<file path="src/rtl/fetch_buffer_pkg.sv">
// Shared types and constants for the instruction fetch stage.
// The nop encoding is also used by the decoder.
package fetch_buffer_pkg;

   localparam logic [31:0] NOP = 32'h00000013;

   typedef struct packed {
      logic        redirect;
      logic [31:0] raddr;
      logic        stall;
   } fetch_in_type;

   typedef struct packed {
      logic        valid;
      logic [31:0] pc;
      logic [31:0] instr;
   } fetch_out_type;

   typedef struct packed {
      logic [31:0] pc;
      logic [31:0] instr;
   } fetch_entry_t;

   typedef enum logic {
      ST_IDLE = 1'b0,
      ST_REQ  = 1'b1
   } req_state_t;

   function automatic logic [31:0] align_word(input logic [31:0] addr);
      return {addr[31:2], 2'b00};
   endfunction

endpackage

</file>
<file path="src/rtl/fetch_buffer_fifo.sv">
// Small FIFO of {pc, instr} entries with flush taking priority over push/pop.
// The head entry is read combinationally from the registered array.
module fetch_fifo
   import fetch_buffer_pkg::*;
#(
   parameter int unsigned DEPTH = 4
) (
   input  logic                     clk,
   input  logic                     rst_n,
   input  logic                     i_flush,
   input  logic                     i_push,
   input  logic                     i_pop,
   input  fetch_entry_t             i_wdata,
   output fetch_entry_t             o_rdata,
   output logic [$clog2(DEPTH):0]   o_count,
   output logic                     o_empty,
   output logic                     o_full
);

   localparam int unsigned AW = $clog2(DEPTH);

   fetch_entry_t   r_mem [DEPTH];
   logic [AW-1:0]  r_rd_ptr;
   logic [AW-1:0]  r_wr_ptr;
   logic [AW:0]    r_count;
   logic           w_push;
   logic           w_pop;

   assign o_empty = (r_count == '0);
   assign o_full  = (r_count == (AW+1)'(DEPTH));
   assign w_push  = i_push & ~o_full & ~i_flush;
   assign w_pop   = i_pop & ~o_empty & ~i_flush;
   assign o_count = r_count;
   assign o_rdata = r_mem[r_rd_ptr];

   always_ff @(posedge clk) begin
      if (w_push) begin
         r_mem[r_wr_ptr] <= i_wdata;
      end
   end

   // Pointers wrap naturally since DEPTH is a power of two.
   always_ff @(posedge clk or negedge rst_n) begin
      if (!rst_n) begin
         r_rd_ptr <= '0;
         r_wr_ptr <= '0;
         r_count  <= '0;
      end else if (i_flush) begin
         r_rd_ptr <= '0;
         r_wr_ptr <= '0;
         r_count  <= '0;
      end else begin
         if (w_push) begin
            r_wr_ptr <= r_wr_ptr + AW'(1);
         end
         if (w_pop) begin
            r_rd_ptr <= r_rd_ptr + AW'(1);
         end
         if (w_push && !w_pop) begin
            r_count <= r_count + (AW+1)'(1);
         end else if (!w_push && w_pop) begin
            r_count <= r_count - (AW+1)'(1);
         end
      end
   end

endmodule

</file>
<file path="src/rtl/fetch_buffer.sv">
// Instruction fetch stage: sequential PC generation, one-outstanding imem
// handshake, redirect handling with stale-response discard, and output FIFO.
module fetch_buffer
   import fetch_buffer_pkg::*;
#(
   parameter int unsigned DEPTH    = 4,
   parameter logic [31:0] RESET_PC = 32'h00000000
) (
   input  logic        clock,
   input  logic        reset,
   input  logic        fetch_redirect,
   input  logic [31:0] fetch_raddr,
   input  logic        fetch_stall,
   output logic        imem_valid,
   output logic [31:0] imem_addr,
   input  logic        imem_ready,
   input  logic [31:0] imem_rdata,
   output logic        fetch_valid,
   output logic [31:0] fetch_pc,
   output logic [31:0] fetch_instr
);

   localparam int unsigned CW = $clog2(DEPTH) + 1;

   fetch_in_type  w_in;
   fetch_out_type w_out;
   req_state_t    r_state;
   req_state_t    w_state_nxt;
   logic [31:0]   r_pc;
   logic [31:0]   r_addr;
   logic [31:0]   w_pc_nxt;
   logic          r_discard;
   logic          w_hs;
   logic          w_push;
   logic          w_pop;
   logic          w_issue;
   logic          w_empty;
   logic          w_full;
   logic [CW-1:0] w_count;
   logic [CW-1:0] w_count_nxt;
   fetch_entry_t  w_wdata;
   fetch_entry_t  w_head;

   assign w_in.redirect = fetch_redirect;
   assign w_in.raddr    = fetch_raddr;
   assign w_in.stall    = fetch_stall;

   assign w_hs    = (r_state == ST_REQ) & imem_ready;
   assign w_push  = w_hs & ~r_discard & ~w_in.redirect & ~w_full;
   assign w_pop   = ~w_empty & ~w_in.stall & ~w_in.redirect;
   assign w_wdata = '{pc: r_addr, instr: imem_rdata};

   // Occupancy after this cycle; issuing a new request is gated on it so a
   // returning word always has room.
   always_comb begin
      w_count_nxt = w_count;
      if (w_in.redirect) begin
         w_count_nxt = '0;
      end else if (w_push && !w_pop) begin
         w_count_nxt = w_count + CW'(1);
      end else if (!w_push && w_pop) begin
         w_count_nxt = w_count - CW'(1);
      end
   end

   assign w_issue = ((r_state == ST_IDLE) | w_hs) & (w_count_nxt < CW'(DEPTH));

   always_comb begin
      w_pc_nxt = r_pc;
      if (w_in.redirect) begin
         w_pc_nxt = align_word(w_in.raddr);
      end else if (w_push) begin
         w_pc_nxt = r_pc + 32'd4;
      end
   end

   always_ff @(posedge clock or negedge reset) begin
      if (!reset) begin
         r_state <= ST_IDLE;
      end else begin
         r_state <= w_state_nxt;
      end
   end

   always_comb begin
      w_state_nxt = r_state;
      unique case (r_state)
         ST_IDLE: begin
            if (w_issue) begin
               w_state_nxt = ST_REQ;
            end
         end
         ST_REQ: begin
            if (imem_ready) begin
               w_state_nxt = w_issue ? ST_REQ : ST_IDLE;
            end
         end
         default: w_state_nxt = ST_IDLE;
      endcase
   end

   always_comb begin
      imem_valid = (r_state == ST_REQ);
      imem_addr  = r_addr;
   end

   // A redirect that lands while a request waits cannot retract it; the
   // response is marked for discard and the new pc is issued afterwards.
   always_ff @(posedge clock or negedge reset) begin
      if (!reset) begin
         r_pc      <= RESET_PC;
         r_addr    <= RESET_PC;
         r_discard <= 1'b0;
      end else begin
         r_pc <= w_pc_nxt;
         if (w_issue) begin
            r_addr <= w_pc_nxt;
         end
         if (w_hs) begin
            r_discard <= 1'b0;
         end else if ((r_state == ST_REQ) && w_in.redirect) begin
            r_discard <= 1'b1;
         end
      end
   end

   fetch_fifo #(
      .DEPTH (DEPTH)
   ) u_fifo (
      .clk     (clock),
      .rst_n   (reset),
      .i_flush (w_in.redirect),
      .i_push  (w_push),
      .i_pop   (w_pop),
      .i_wdata (w_wdata),
      .o_rdata (w_head),
      .o_count (w_count),
      .o_empty (w_empty),
      .o_full  (w_full)
   );

   always_comb begin
      w_out.valid = ~w_empty;
      w_out.pc    = w_empty ? 32'h0 : w_head.pc;
      w_out.instr = w_empty ? NOP : w_head.instr;
   end

   assign fetch_valid = w_out.valid;
   assign fetch_pc    = w_out.pc;
   assign fetch_instr = w_out.instr;

endmodule
</file>
<file path="config.mk">
export PLATFORM = sky130hd
export DESIGN_NAME = fetch_buffer
export DESIGN_NICKNAME = d
export VERILOG_FILES = /design/src/rtl/fetch_buffer_pkg.sv /design/src/rtl/fetch_buffer_fifo.sv /design/src/rtl/fetch_buffer.sv
export SDC_FILE = /design/constraint.sdc
export NUM_CORES = 1
export LEC_CHECK = 0
export ABC_AREA = 0
export BUFFER_PORTS_ARGS = -buffer_cell sky130_fd_sc_hd__buf_2
export CAP_MARGIN = 20
export CORE_ASPECT_RATIO = 1.25
export CORE_MARGIN = 8
export CORE_UTILIZATION = 40
export CTS_CLUSTER_DIAMETER = 200
export DETAILED_ROUTE_END_ITERATION = 6
export PLACE_DENSITY = 0.62
export SLEW_MARGIN = 20
export SYNTH_ARGS = -nofsm -noshare
export SYNTH_HDL_FRONTEND = slang
export SYNTH_HIERARCHICAL = 1
export SYNTH_SLANG_ARGS = --single-unit
</file>
<file path="constraint.sdc">
create_clock -name clock -period 12.6 [get_ports clock]
set_input_delay 1.26 -clock clock [delete_from_list [all_inputs] [get_ports clock]]
set_output_delay 1.26 -clock clock [all_outputs]
set_load 0.1 [all_outputs]
</file>
### Word-level counts from Yosys, hierarchy flattened

Memory sizes are Yosys's and may differ from the RTL's.
Index checks and enable logic that the tools add are counted.

* add/sub/neg operators: 5
* magnitude comparators: 1
* equality and inequality tests: 1
* mux-type cells: 21
* bitwise operators: 18
* reduce and logical (&&, ||, !) cells: 14

Operators with widths (count)
* $mux W32: 4
* $add A32 B3 Y32 const B: 1
* $mux W3: 6
* $and A1 B1 Y1: 11
* $mux W2: 4
* $mux W1: 6
* $not A1 Y1: 6
* $reduce_bool A2 Y1: 3
* $logic_and A1 B1 Y1: 5
* $add A2 B1 Y2 const B: 2
* $logic_not A1 Y1: 4
* $add A3 B1 Y3 const B: 1
* $eq A3 B3 Y1 const B: 1
* $logic_not A3 Y1: 1
* $lt A3 B3 Y1 const B: 1
* $reduce_bool A3 Y1: 1
* $sub A3 B1 Y3 const B: 1
* $pmux W1 S2: 1
* $or A1 B1 Y1: 1

* flip-flop bits (word level): 73
* memory bits (writable): 256
* memories kept: 1

Memories
* u_fifo.r_mem: depth 4, width 64, rd ports 1, clocked after Yosys merged registers in 0, wr ports 1, line fetch_buffer_fifo.sv:22 `fetch_entry_t r_mem [DEPTH];`

### Longest topological paths before layout

Gate-level depths: netlist (run 1).

* depth after elaboration: 14
* mapped depth: 11
* depth with buffers taken out: 10

### Modules after synthesis

The synthesis (run 1) kept the hierarchy.

Modules (own cells, without submodules)
* fetch_fifo: times used 1, cells an instance 395, area each 9789.4 sq um, seq. area each 7862.5 sq um
* fetch_buffer: times used 1, cells an instance 387, area each 3721.1 sq um, seq. area each 1651.6 sq um

### Worst setup path after synthesis (run 1)

No wires, ideal clock.

* path kind: input to register
* start: input port fetch_redirect
* end: memory u_fifo/r_mem[0][0] (netlist name), enable pin
* data arrival time: 4.046 ns
* data required time: 12.171 ns
* path slack: 8.125 ns
* stages on the path: 6
* path buffers: 0
* cell sequence: or3_1 -> or2_2 -> inv_1 -> inv_2 -> nor3_1 -> and2_1

* word-level cells in the longest chain between the ends: 7

Ends and longest elaborated chain
* start, declared: line fetch_buffer.sv:11 `input logic fetch_redirect,`
* $not A1 Y1: line fetch_buffer.sv:49 `assign w_push = w_hs & ~r_discard & ~w_in.redirect & ~w_full;`
* $and A1 B1 Y1 (2 in series): line fetch_buffer.sv:49
* via w_push: line fetch_buffer.sv:34 `logic w_push;`
* $and A1 B1 Y1 (2 in series): line fetch_buffer_fifo.sv:31 `assign w_push = i_push & ~o_full & ~i_flush;`
* $mux W1: line fetch_buffer_fifo.sv:37 `if (w_push) begin`
* $mux W1 (implied by the code): line fetch_buffer_fifo.sv:38 `r_mem[r_wr_ptr] <= i_wdata;`
* end, declared: line fetch_buffer_fifo.sv:22

The timed path passes the listed nets, and every way through them passes these cells.

==> flow_metrics.py, run 1 <==
metrics = {
    "outcome": {
        "outcome": "finished, final reports clean",
    },
    "critical_path": {
        "crit_fanout": 38,
        "endpoint_kind": "primary output",
        "cp-start-kind": "register",
        "crit_required_ps": 11340,
        "slowest_stage": "dfrtp_4",
        "slowest_delay_ps": 850,
        "arrival_ps": 3320,
        "crit_chain": "buf_4, mux4_2, or2_2, buf_2",
        "crit_buf_inv": 2,
        "cp_top_family": "buffers and inverters",
        "worstSetupPathType": "reg2out",
    },
    "pwr": {
        "intPower_mw": 1.955,
        "pwr-share-seq_pct": 44.3,
        "p_switching_mw": 0.9879,
        "pwr-share-comb_pct": 21.8,
        "p_per_area_nw_per_um2": 185.2,
        "power_frac_clock_pct": 33.9,
        "cellLeakagePower_nw": 5.577,
        "total_power_mw": 2.943,
        "p_sw_share_pct": 33.57,
        "worst_ir_drop_vdd_mv": 0.1359,
    },
    "placed_design": {
        "placed_area_sq_um": 14740,
        "dp_hpwl_mm": 17.87,
        "finalWeightedCongestion": 0.8349,
        "io_buffers": 164,
        "dp_cells": 1337,
    },
    "grt": {
        "grt_usage_pct": 14.82,
        "grt_util_met2_pct": 25.42,
        "grt_pass1_wl_mm": 46.35,
        "antenna_found_initial": 3,
        "grt_start_max_net_pins": 74,
        "grt_busiest_layer": "met2",
        "use_met1_pct": 17.90,
        "overflow": 0,
        "grt_use_met3_pct": 4.262,
        "grt_pass1_vias": 7941,
    },
    "timing": {
        "rsz0062_at_grt": "false",
        "setup_violations": 0,
        "fin_tns_setup_ps": 0,
        "fmax_mhz": 218.4,
        "fin_crit_sh_pct": 36.34,
        "min_period_ps": 4579,
        "whs_ps": 524.7,
        "final_max_slew_viol_count": 0,
        "tightest_slew_ps": 1079,
        "finClkSkew_ps": 22.92,
        "slew_headroom_pct": 28.10,
        "finalHoldViolations": 0,
    },
    "yosys": {
        "synth_edf_count": 256,
        "yosys_warnings": 6,
        "syn-num-nets": 857,
        "synth.distinct_cells": 61,
        "ys_ff_latch": 329,
        "synth_area_sq_um": 13510,
        "async_reset_ff_share_pct": 22.19,
        "synth-seq-area-share_pct": 70.42,
        "ys.flop_type": "edfxtp_1",
        "syn_inst": 782,
        "syn_area_per_cell_sq_um": 17.28,
    },
    "drt": {
        "drt_pass1_iterations": 4,
        "vias_per_cell": 5.388,
        "drtIter0Drc": 344,
        "drc": 0,
        "ant_nets": 0,
        "vias": 7548,
        "totalWireLength_mm": 29.71,
        "routedWlPerCell_microns": 21.21,
    },
    "layout": {
        "drive_gt1_share_pct": 31.83,
        "fillCellCount": 2870,
        "post-route-cell-area_sq_um": 15890,
        "final_cell_count_no_fill": 1401,
        "syn_to_final_growth_pct": 17.62,
        "nets": 1028,
    },
    "clocking": {
        "cts_made_buffers": 35,
        "clk_pin_slew_ps": 60,
        "cts-root-buf": "clkbuf_16",
        "cts_tree": "yes",
        "hold_buffers": 0,
        "cts_sinks": 329,
        "ctsResizeCount": 0,
        "clock_path_buffers": 3,
        "clkLatencyLatePin_ps": 510,
        "htree_levels": 2,
        "postCtsSetupBuffers": 0,
    },
    "floorplan": {
        "die_h_microns": 221.5,
        "fp-row-count": 75,
        "die_w_microns": 180.4,
        "initial_core_util_pct": 40.44,
        "dieArea_sq_um": 39950,
        "fp.coreArea_sq_um": 33410,
        "io_pins": 167,
    },
    "flow_run": {
        "maxCapViolCount": 0,
    },
    "hold_path": {
        "hp-class": "reg2reg",
    },
}
## power by group through the flow
stage	clock network (mW)	registers, mW	logic, mW
final	0.999	1.30	0.641
after global routing	1.07	1.31	0.669
after CTS	1.03	1.30	0.649
after detailed placement	0	1.33	0.648
after global placement	0	1.32	0.646
after floorplan	0	1.48	0.353
## worst paths after layout
path	startpoint	end	slack (ps)	cells past startpoint
max in group asynchronous	reset	u_fifo/r_rd_ptr[1]	10990	1
hold / removal	r_pc[1]	r_pc[1]	520	1
min in group asynchronous	reset	imem_addr[19]	890	1
hold reg to reg	r_pc[1]	r_pc[1]	520	1
setup reg to reg	u_fifo/o_count[2]	u_fifo/r_mem[2][15]	8540	8
setup / recovery	u_fifo/r_rd_ptr[0]	fetch_instr[4]	8020	4
## synthesized netlist by cell type (2+ instances only)
library cell  number  area [sq um]
edfxtp_1         256          7687
dfrtp_1           73          1827
nor2b_1           67         419.2
mux4_2            64          1441
nand2_1           34         127.6
mux2_1            30         337.8
clkbuf_1          18         67.56
o21ai_0           18         90.09
nor2_1            17         63.81
nor3_1            15         75.07
buf_2             14         70.07
inv_1             13         48.80
nand3_1           13         65.06
nor4_1            13         81.33
or3_1             12         75.07
xnor2_1           11         96.34
nand4_1           10         62.56
a21oi_1            7         35.03
a31oi_1            7         43.79
and2_1             6         37.54
o211ai_1           6         45.04
buf_6              5         56.30
ha_1               5         62.56
nand3b_1           5         37.54
o311ai_0           5         43.79
or2_2              5         31.28
o41ai_1            4         35.03
a22oi_1            3         22.52
a32oi_1            3         26.28
mux2_2             3         33.78
mux2i_1            3         30.03
and3_1             2         12.51
and4_1             2         17.52
buf_1              2         7.510
buf_4              2         15.01
nand2b_1           2         12.51
o21ai_1            2         10.01
xor2_1             2         17.52
## final cells by class
class / instances / area, sq um / area share, %
diodes: 1 / 2.502 / 0.01575
clock buffers: 49 / 1012 / 6.370
clock inverters: 12 / 111.4 / 0.7007
inverters: 14 / 52.55 / 0.3307
multi-input cells: 398 / 3742 / 23.55
flip-flops and latches: 329 / 9522 / 59.92
well taps: 423 / 529.3 / 3.330
repair buffers: 175 / 919.6 / 5.787
## placed cells by master (no fill, tap or decap), drive strengths merged, types with 7 or more instances in the layout
| master | netlist | layout |
|---|---|---|
| edfxtp | 256 | 256 |
| buf | 23 | 174 |
| dfrtp | 73 | 73 |
| nor2b | 67 | 67 |
| mux4 | 64 | 64 |
| clkbuf | 18 | 50 |
| nand2 | 34 | 34 |
| mux2 | 34 | 34 |
| o21ai | 20 | 20 |
| nor2 | 17 | 17 |
| nor3 | 15 | 15 |
| inv | 14 | 14 |
| nand3 | 13 | 13 |
| nor4 | 13 | 13 |
| or3 | 12 | 12 |
| xnor2 | 11 | 11 |
| nand4 | 10 | 10 |
| clkinv | 0 | 10 |
| a31oi | 7 | 7 |
| a21oi | 7 | 7 |
## sequential cells by signal, summed over array words and instances, names as in the netlist
name,flops
imem_addr,32
u_fifo/r_rd_ptr,2
u_fifo/r_mem,256
r_discard,1
u_fifo/o_count,3
imem_valid,1
u_fifo/r_wr_ptr,2
r_pc,32
## kinds of logic (layout without fill, tap and decap cells)
kind of cell	Yosys count	after routing	synth area share, %
flops	329	329	70.42
fa+ha+maj	6	6	0.6112
other cells	0	1	0
buf+inv	55	250	1.991
compound gates	67	67	3.464
simple gates	211	211	8.918
mux	101	101	13.75
xor+xnor	13	13	0.8428
## through the flow
stage | setup WS (ps) | utilization, %
floorplan | 8125 | -
global placement | 7534 | 44.11
detailed placement | 7547 | 44.11
CTS | 7870 | 47.48
global route | 7747 | 47.56
finish | 8021 | 47.57
## layer usage
metal | vias up | routed length [microns]
li1 | 3425 | -
met3 | 42 | 1981
met4 | 4 | 594
met2 | 215 | 14730
met1 | 3862 | 12380
met5 | - | 24
Note: power is estimated with default switching activity, not from simulation.
==> run 2: changes to the inputs <==
--- a/config.mk
+++ b/config.mk
@@ -13,7 +13,7 @@
 export CORE_UTILIZATION = 40
 export CTS_CLUSTER_DIAMETER = 200
 export DETAILED_ROUTE_END_ITERATION = 6
-export PLACE_DENSITY = 0.62
+export PLACE_DENSITY = 0.64
 export SLEW_MARGIN = 20
 export SYNTH_ARGS = -nofsm -noshare
 export SYNTH_HDL_FRONTEND = slang
==> constraint.sdc (replaced) <==
create_clock -name clock -period 3.7 [get_ports clock]
set_input_delay 0.37 -clock clock [delete_from_list [all_inputs] [get_ports clock]]
set_output_delay 0.37 -clock clock [all_outputs]
set_load 0.1 [all_outputs]
==> run 2 against run 1 <==
Net effect:
- wire length rose by 1.5%
- combinational power rose to 3.4 times the previous value
- setup slack got worse by 7400 ps
- cell area rose by 1.8%
- total power rose to 3.4 times the previous value
- register-to-register slack got worse by 7900 ps
- worst hold slack got worse by 520 ps
- first-iteration DRC count rose by 31%
- non-clock buffer count rose by 17
- die area did not move
- sequential cell count did not move
- largest cell class unchanged
==> flow_metrics.py, run 2 (synthesis gave the netlist of run 1 again) <==
metrics = {
    "pwr": {
        "pwr-share-comb_pct": 21.8,
        "pwr-share-seq_pct": 43.8,
        "p_per_area_nw_per_um2": 625.3,
        "power_frac_clock_pct": 34.3,
        "intPower_mw": 6.761,
        "p_sw_share_pct": 33.15,
        "worst_ir_drop_vdd_mv": 0.5003,
        "cellLeakagePower_nw": 5.707,
        "p_switching_mw": 3.353,
        "total_power_mw": 10.11,
    },
    "critical_path": {
        "r2r_cells": 8,
        "r2r_end": "u_fifo/r_mem[1][27]",
        "arrival_ps": 3240,
        "slowest_stage": "and2_4",
        "worstSetupPathType": "reg2reg",
        "endpoint_kind": "register",
        "crit_path_end": "u_fifo/r_mem[1][27]",
        "crit_chain": "nor3b_2, or3_1, or2_2, inv_1, inv_2, nor3_1, and2_4, buf_12",
        "cp-startpoint": "u_fifo/o_count[2]",
        "cp-start-kind": "register",
        "crit_required_ps": 3890,
        "r2r-start": "u_fifo/o_count[2]",
        "crit_fanout": 24,
        "slowest_delay_ps": 460,
        "reg2reg_setup_slack_ps": 650,
    },
    "timing": {
        "finClkSkew_ps": 28.33,
        "min_period_ps": 3051,
        "slew_headroom_pct": 36.06,
        "setup_violations": 0,
        "finalHoldViolations": 0,
        "fin_crit_sh_pct": 82.45,
        "fin_tns_setup_ps": 0,
        "fmax_mhz": 327.8,
        "final_max_slew_viol_count": 0,
        "rsz0062_at_grt": "false",
        "tightest_slew_ps": 959.0,
    },
    "grt": {
        "grt_start_max_net_pins": 74,
        "grt_usage_pct": 14.95,
        "grt_pass1_vias": 8132,
        "grt_use_met3_pct": 3.410,
        "antenna_found_initial": 1,
        "grt_busiest_layer": "met2",
        "overflow": 0,
        "grt_util_met2_pct": 25.29,
        "use_met1_pct": 18.92,
        "grt_pass1_wl_mm": 46.97,
    },
    "drt": {
        "vias": 7648,
        "drc": 0,
        "drtIter0Drc": 450,
        "totalWireLength_mm": 30.14,
        "routedWlPerCell_microns": 21.27,
        "vias_per_cell": 5.397,
        "ant_nets": 0,
        "drt_pass1_iterations": 5,
    },
    "floorplan": {
        "io_pins": 167,
        "initial_core_util_pct": 40.44,
        "fp-row-count": 75,
        "die_h_microns": 221.5,
        "dieArea_sq_um": 39950,
        "die_w_microns": 180.4,
        "fp.coreArea_sq_um": 33410,
    },
    "placed_design": {
        "finalWeightedCongestion": 0.8175,
        "dp_hpwl_mm": 19.20,
        "io_buffers": 164,
        "placed_area_sq_um": 15030,
        "dp_cells": 1356,
    },
    "layout": {
        "largest_reg_flops": 256,
        "post-route-cell-area_sq_um": 16180,
        "nets": 1044,
        "syn_to_final_growth_pct": 19.73,
        "regMostFlops": "u_fifo/r_mem",
        "drive_gt1_share_pct": 33.00,
        "layout_commonest_cell": "edfxtp_1",
        "layout_common_cells": "edfxtp_1 (256), buf_2 (163), dfrtp_1 (71)",
        "diodes": 0,
        "final_cell_count_no_fill": 1417,
    },
    "clocking": {
        "cts_made_buffers": 34,
        "ctsResizeCount": 0,
        "clkLatencyLatePin_ps": 520,
        "cts-root-buf": "clkbuf_16",
        "postCtsSetupBuffers": 0,
        "cts_sinks": 329,
        "cts_tree": "yes",
        "htree_levels": 2,
        "clock_path_buffers": 3,
        "hold_buffers": 0,
        "clk_pin_slew_ps": 60,
    },
    "flow_run": {
        "maxCapViolCount": 0,
    },
    "outcome": {
        "outcome": "finished, final reports clean",
    },
    "hold_path": {
        "hp-class": "in2async",
    },
}
run 2: area by class of cell:
class | instances | area (sq um)
fill | 2850 | 17230
sequential | 329 | 9522
multi-input combinational | 398 | 3742
timing repair buffer | 192 | 1184
clock buffer | 49 | 991.0
tap | 423 | 529.3
clock inverter | 12 | 155.1
inverter | 14 | 52.55
run 2: worst min-delay path by stage:
stage	from	end	slack (ps)
final	reset	r_pc[19]	5
after global routing	imem_rdata[16]	u_fifo/r_mem[3][16]	60
after CTS	reset	r_pc[18]	30
after detailed placement	r_pc[0]	r_pc[0]	520
after global placement	r_pc[0]	r_pc[0]	500
after floorplan	reset	imem_addr[0]	70
run 2: through the flow:
step	setup slack (ps)	util [%]	hold WS, ps
floorplan	176.6	-	74.41
global placement	605.7	44.99	497.4
detailed placement	570.8	44.99	515.5
CTS	590.4	48.42	34.08
global route	523.5	48.42	59.75
finish	649.5	48.42	5.417
run 2: worst max-delay path, delay by kind of cell (launching register included):
| kind | cells | cell delay, ps |
|---|---|---|
| flip-flops | 1 | 370 |
| AND/OR/NAND/NOR | 5 | 1730 |
| buffers and inverters | 3 | 630 |
run 2: routing by layer:
metal,vias to the layer above,wire (microns)
li1,3453,-
met1,3907,12720
met2,242,15030
met3,44,1695
met4,2,685
met5,-,9
run 2: power groups by stage:
stage | registers (mW) | logic [mW] | clock network [mW]
after floorplan | 5.05 | 1.20 | 0
after global placement | 4.50 | 2.23 | 0
after detailed placement | 4.51 | 2.23 | 0
after CTS | 4.44 | 2.24 | 3.57
after global routing | 4.46 | 2.30 | 3.71
final | 4.43 | 2.21 | 3.47
==> run 3: changes to the inputs <==
--- a/config.mk
+++ b/config.mk
@@ -13,7 +13,7 @@
 export CORE_UTILIZATION = 40
 export CTS_CLUSTER_DIAMETER = 200
 export DETAILED_ROUTE_END_ITERATION = 6
-export PLACE_DENSITY = 0.64
+export PLACE_DENSITY = 0.62
 export SLEW_MARGIN = 20
 export SYNTH_ARGS = -nofsm -noshare
 export SYNTH_HDL_FRONTEND = slang
==> constraint.sdc (replaced) <==
create_clock -name clock -period 3 [get_ports clock]
set_input_delay 0.3 -clock clock [delete_from_list [all_inputs] [get_ports clock]]
set_output_delay 0.3 -clock clock [all_outputs]
set_load 0.1 [all_outputs]
==> run 3 against run 2 <==
Net effect:
- clock skew fell by 14 ps
- combinational power up 27%
- global-route usage is 0.36 points higher
- wire length is 2.3% higher
- setup slack got worse by 510 ps
- critical path depth fell by 4
- count of clock-buffer cells in the layout fell by 1
- first-iteration DRC count increased by 2.7%
- register-to-register slack got worse by 330 ps
- critical path type is now reg2out
- largest cell class unchanged
- sequential share of layout area down 1.9 points
- sequential power up 23%
==> flow_metrics.py, run 3 (synthesis gave the netlist of run 1 again) <==
metrics = {
    "outcome": {
        "outcome": "finished, final reports clean",
    },
    "flow_run": {
        "maxCapViolCount": 0,
    },
    "floorplan": {
        "fp-row-count": 75,
        "dieArea_sq_um": 39950,
        "die_h_microns": 221.5,
        "fp.coreArea_sq_um": 33410,
        "die_w_microns": 180.4,
        "initial_core_util_pct": 40.44,
        "io_pins": 167,
    },
    "layout": {
        "layout_commonest_cell": "edfxtp_1",
        "regMostFlops": "u_fifo/r_mem",
        "fillCellCount": 2862,
        "post-route-cell-area_sq_um": 16720,
        "syn_to_final_growth_pct": 23.74,
        "diodes": 0,
        "nets": 1089,
        "layout_common_cells": "edfxtp_1 (256), buf_2 (163), dfrtp_1 (70)",
        "drive_gt1_share_pct": 33.24,
        "largest_reg_flops": 256,
    },
    "drt": {
        "vias": 7821,
        "routedWlPerCell_microns": 21.06,
        "drc": 0,
        "vias_per_cell": 5.342,
        "ant_nets": 0,
        "drt_pass1_iterations": 5,
        "totalWireLength_mm": 30.83,
        "drtIter0Drc": 462,
    },
    "timing": {
        "fmax_mhz": 349.9,
        "tightest_slew_ps": 960.4,
        "final_max_slew_viol_count": 0,
        "slew_headroom_pct": 35.97,
        "fin_tns_setup_ps": 0,
        "setup_violations": 0,
        "rsz0062_at_grt": "false",
        "min_period_ps": 2858,
        "finClkSkew_ps": 14.55,
        "fin_crit_sh_pct": 95.28,
        "finalHoldViolations": 0,
    },
    "clocking": {
        "htree_levels": 2,
        "clock_path_buffers": 3,
        "cts_tree": "yes",
        "cts-root-buf": "clkbuf_16",
        "clkLatencyLatePin_ps": 520,
        "postCtsSetupBuffers": 0,
        "cts_sinks": 329,
        "clk_pin_slew_ps": 60,
        "cts_made_buffers": 35,
    },
    "hold_path": {
        "hp-start": "fetch_raddr[19]",
        "hold_depth": 3,
        "worstHoldEndpoint": "r_pc[19]",
        "hp-class": "in2reg",
    },
    "placed_design": {
        "io_buffers": 164,
        "dp_hpwl_mm": 19.85,
        "placed_area_sq_um": 15160,
        "finalWeightedCongestion": 0.8404,
    },
    "critical_path": {
        "cp-start-kind": "register",
        "r2r_end": "imem_addr[27]",
        "reg2reg_setup_slack_ps": 320,
        "r2r_cells": 7,
        "crit_fanout": 20,
        "arrival_ps": 2560,
        "r2r-start": "u_fifo/o_count[2]",
        "crit_required_ps": 2700,
        "cp-startpoint": "u_fifo/r_rd_ptr[0]",
        "worstSetupPathType": "reg2out",
        "endpoint_kind": "primary output",
    },
    "grt": {
        "grt_pass1_vias": 8302,
        "grt_pass1_wl_mm": 48.07,
        "antenna_found_initial": 0,
        "grt_start_max_net_pins": 74,
        "overflow": 0,
        "grt_usage_pct": 15.32,
    },
    "pwr": {
        "cellLeakagePower_nw": 5.936,
        "p_per_area_nw_per_um2": 762.7,
        "worst_ir_drop_vdd_mv": 0.6458,
    },
}
## run 3: cell types whose count changed in the layout (fill, tap and decap cells not counted), moves of 2 or more
cell           previous run  this run
buf_12                   12        16
clkbuf_1                 10         8
clkbuf_8                  2         4
dlygate4sd3_1             0        34
buf_6                     0         2
buf_4                    17        21
clkinvlp_4                0         3
## run 3: final cells by class
| type | count | area [sq um] | share of cell area, % |
|---|---|---|---|
| Inverter | 14 | 52.55 | 0.3143 |
| Tap cell | 423 | 529.3 | 3.166 |
| Sequential cell | 329 | 9523 | 56.96 |
| Multi-Input combinational cell | 398 | 3747 | 22.41 |
| Timing Repair Buffer | 236 | 1657 | 9.909 |
| Clock inverter | 16 | 224.0 | 1.340 |
| Clock buffer | 48 | 985.9 | 5.897 |
## run 3: routing by layer
layer  up-vias  share of wire, %  GRT usage, %
met5         -                 0             0
met1      4003                43         19.06
met4         0               2.2         4.834
li1       3549                 -             -
met3        50               5.1         3.328
met2       219                50         26.33
## run 3: what timing repair did
| action | 4_1_cts | 5_1_grt |
|---|---|---|
| gates resized for setup | 1 | 1 |
| hold buffers | 34 | 0 |
| hold endpoints to repair | 201 | 0 |
| endpoints found under the setup margin | 32 | 12 |
| pin swaps | 0 | 0 |
## run 3: where the power goes
part / internal [mW] / total [mW] / switching (mW)
clock: 2.75 / 4.49 / 1.74
sequential: 5.23 / 5.46 / 0.233
combinational: 0.527 / 2.80 / 2.27
total: 8.50 / 12.8 / 4.25
## run 3: worst max-delay path: stages (launching register included)
cell and delay [ps]:
dfrtp_4 730, buf_12 270, mux4_2 550, nor2b_1 150, buf_2 310
## run 3: how the worst max path moves through the flow
stage,to,cells past startpoint
floorplan,u_fifo/r_mem[0][0],8
global placement,u_fifo/o_count[2],10
detailed placement,imem_addr[27],7
CTS,fetch_pc[23],6
global route,fetch_pc[31],4
finish,fetch_pc[31],4
## run 3: through the flow
step | util (%) | hold WS (ps) | power [mW] | std cells | worst slack, ps
6_report | 50.04 | 23.15 | 12.75 | 1464 | 141.7
5_1_grt | 50.04 | 19.16 | 13.20 | 1464 | 14.36
4_1_cts | 50.03 | 0.5695 | 12.91 | 1464 | 9.176
3_5_place_dp | 45.38 | 513.8 | 8.352 | 1366 | 324.6
3_3_place_gp | 45.38 | 509.8 | 8.324 | 1366 | 360.1
2_1_floorplan | - | 4.409 | 7.706 | 782 | 85.28
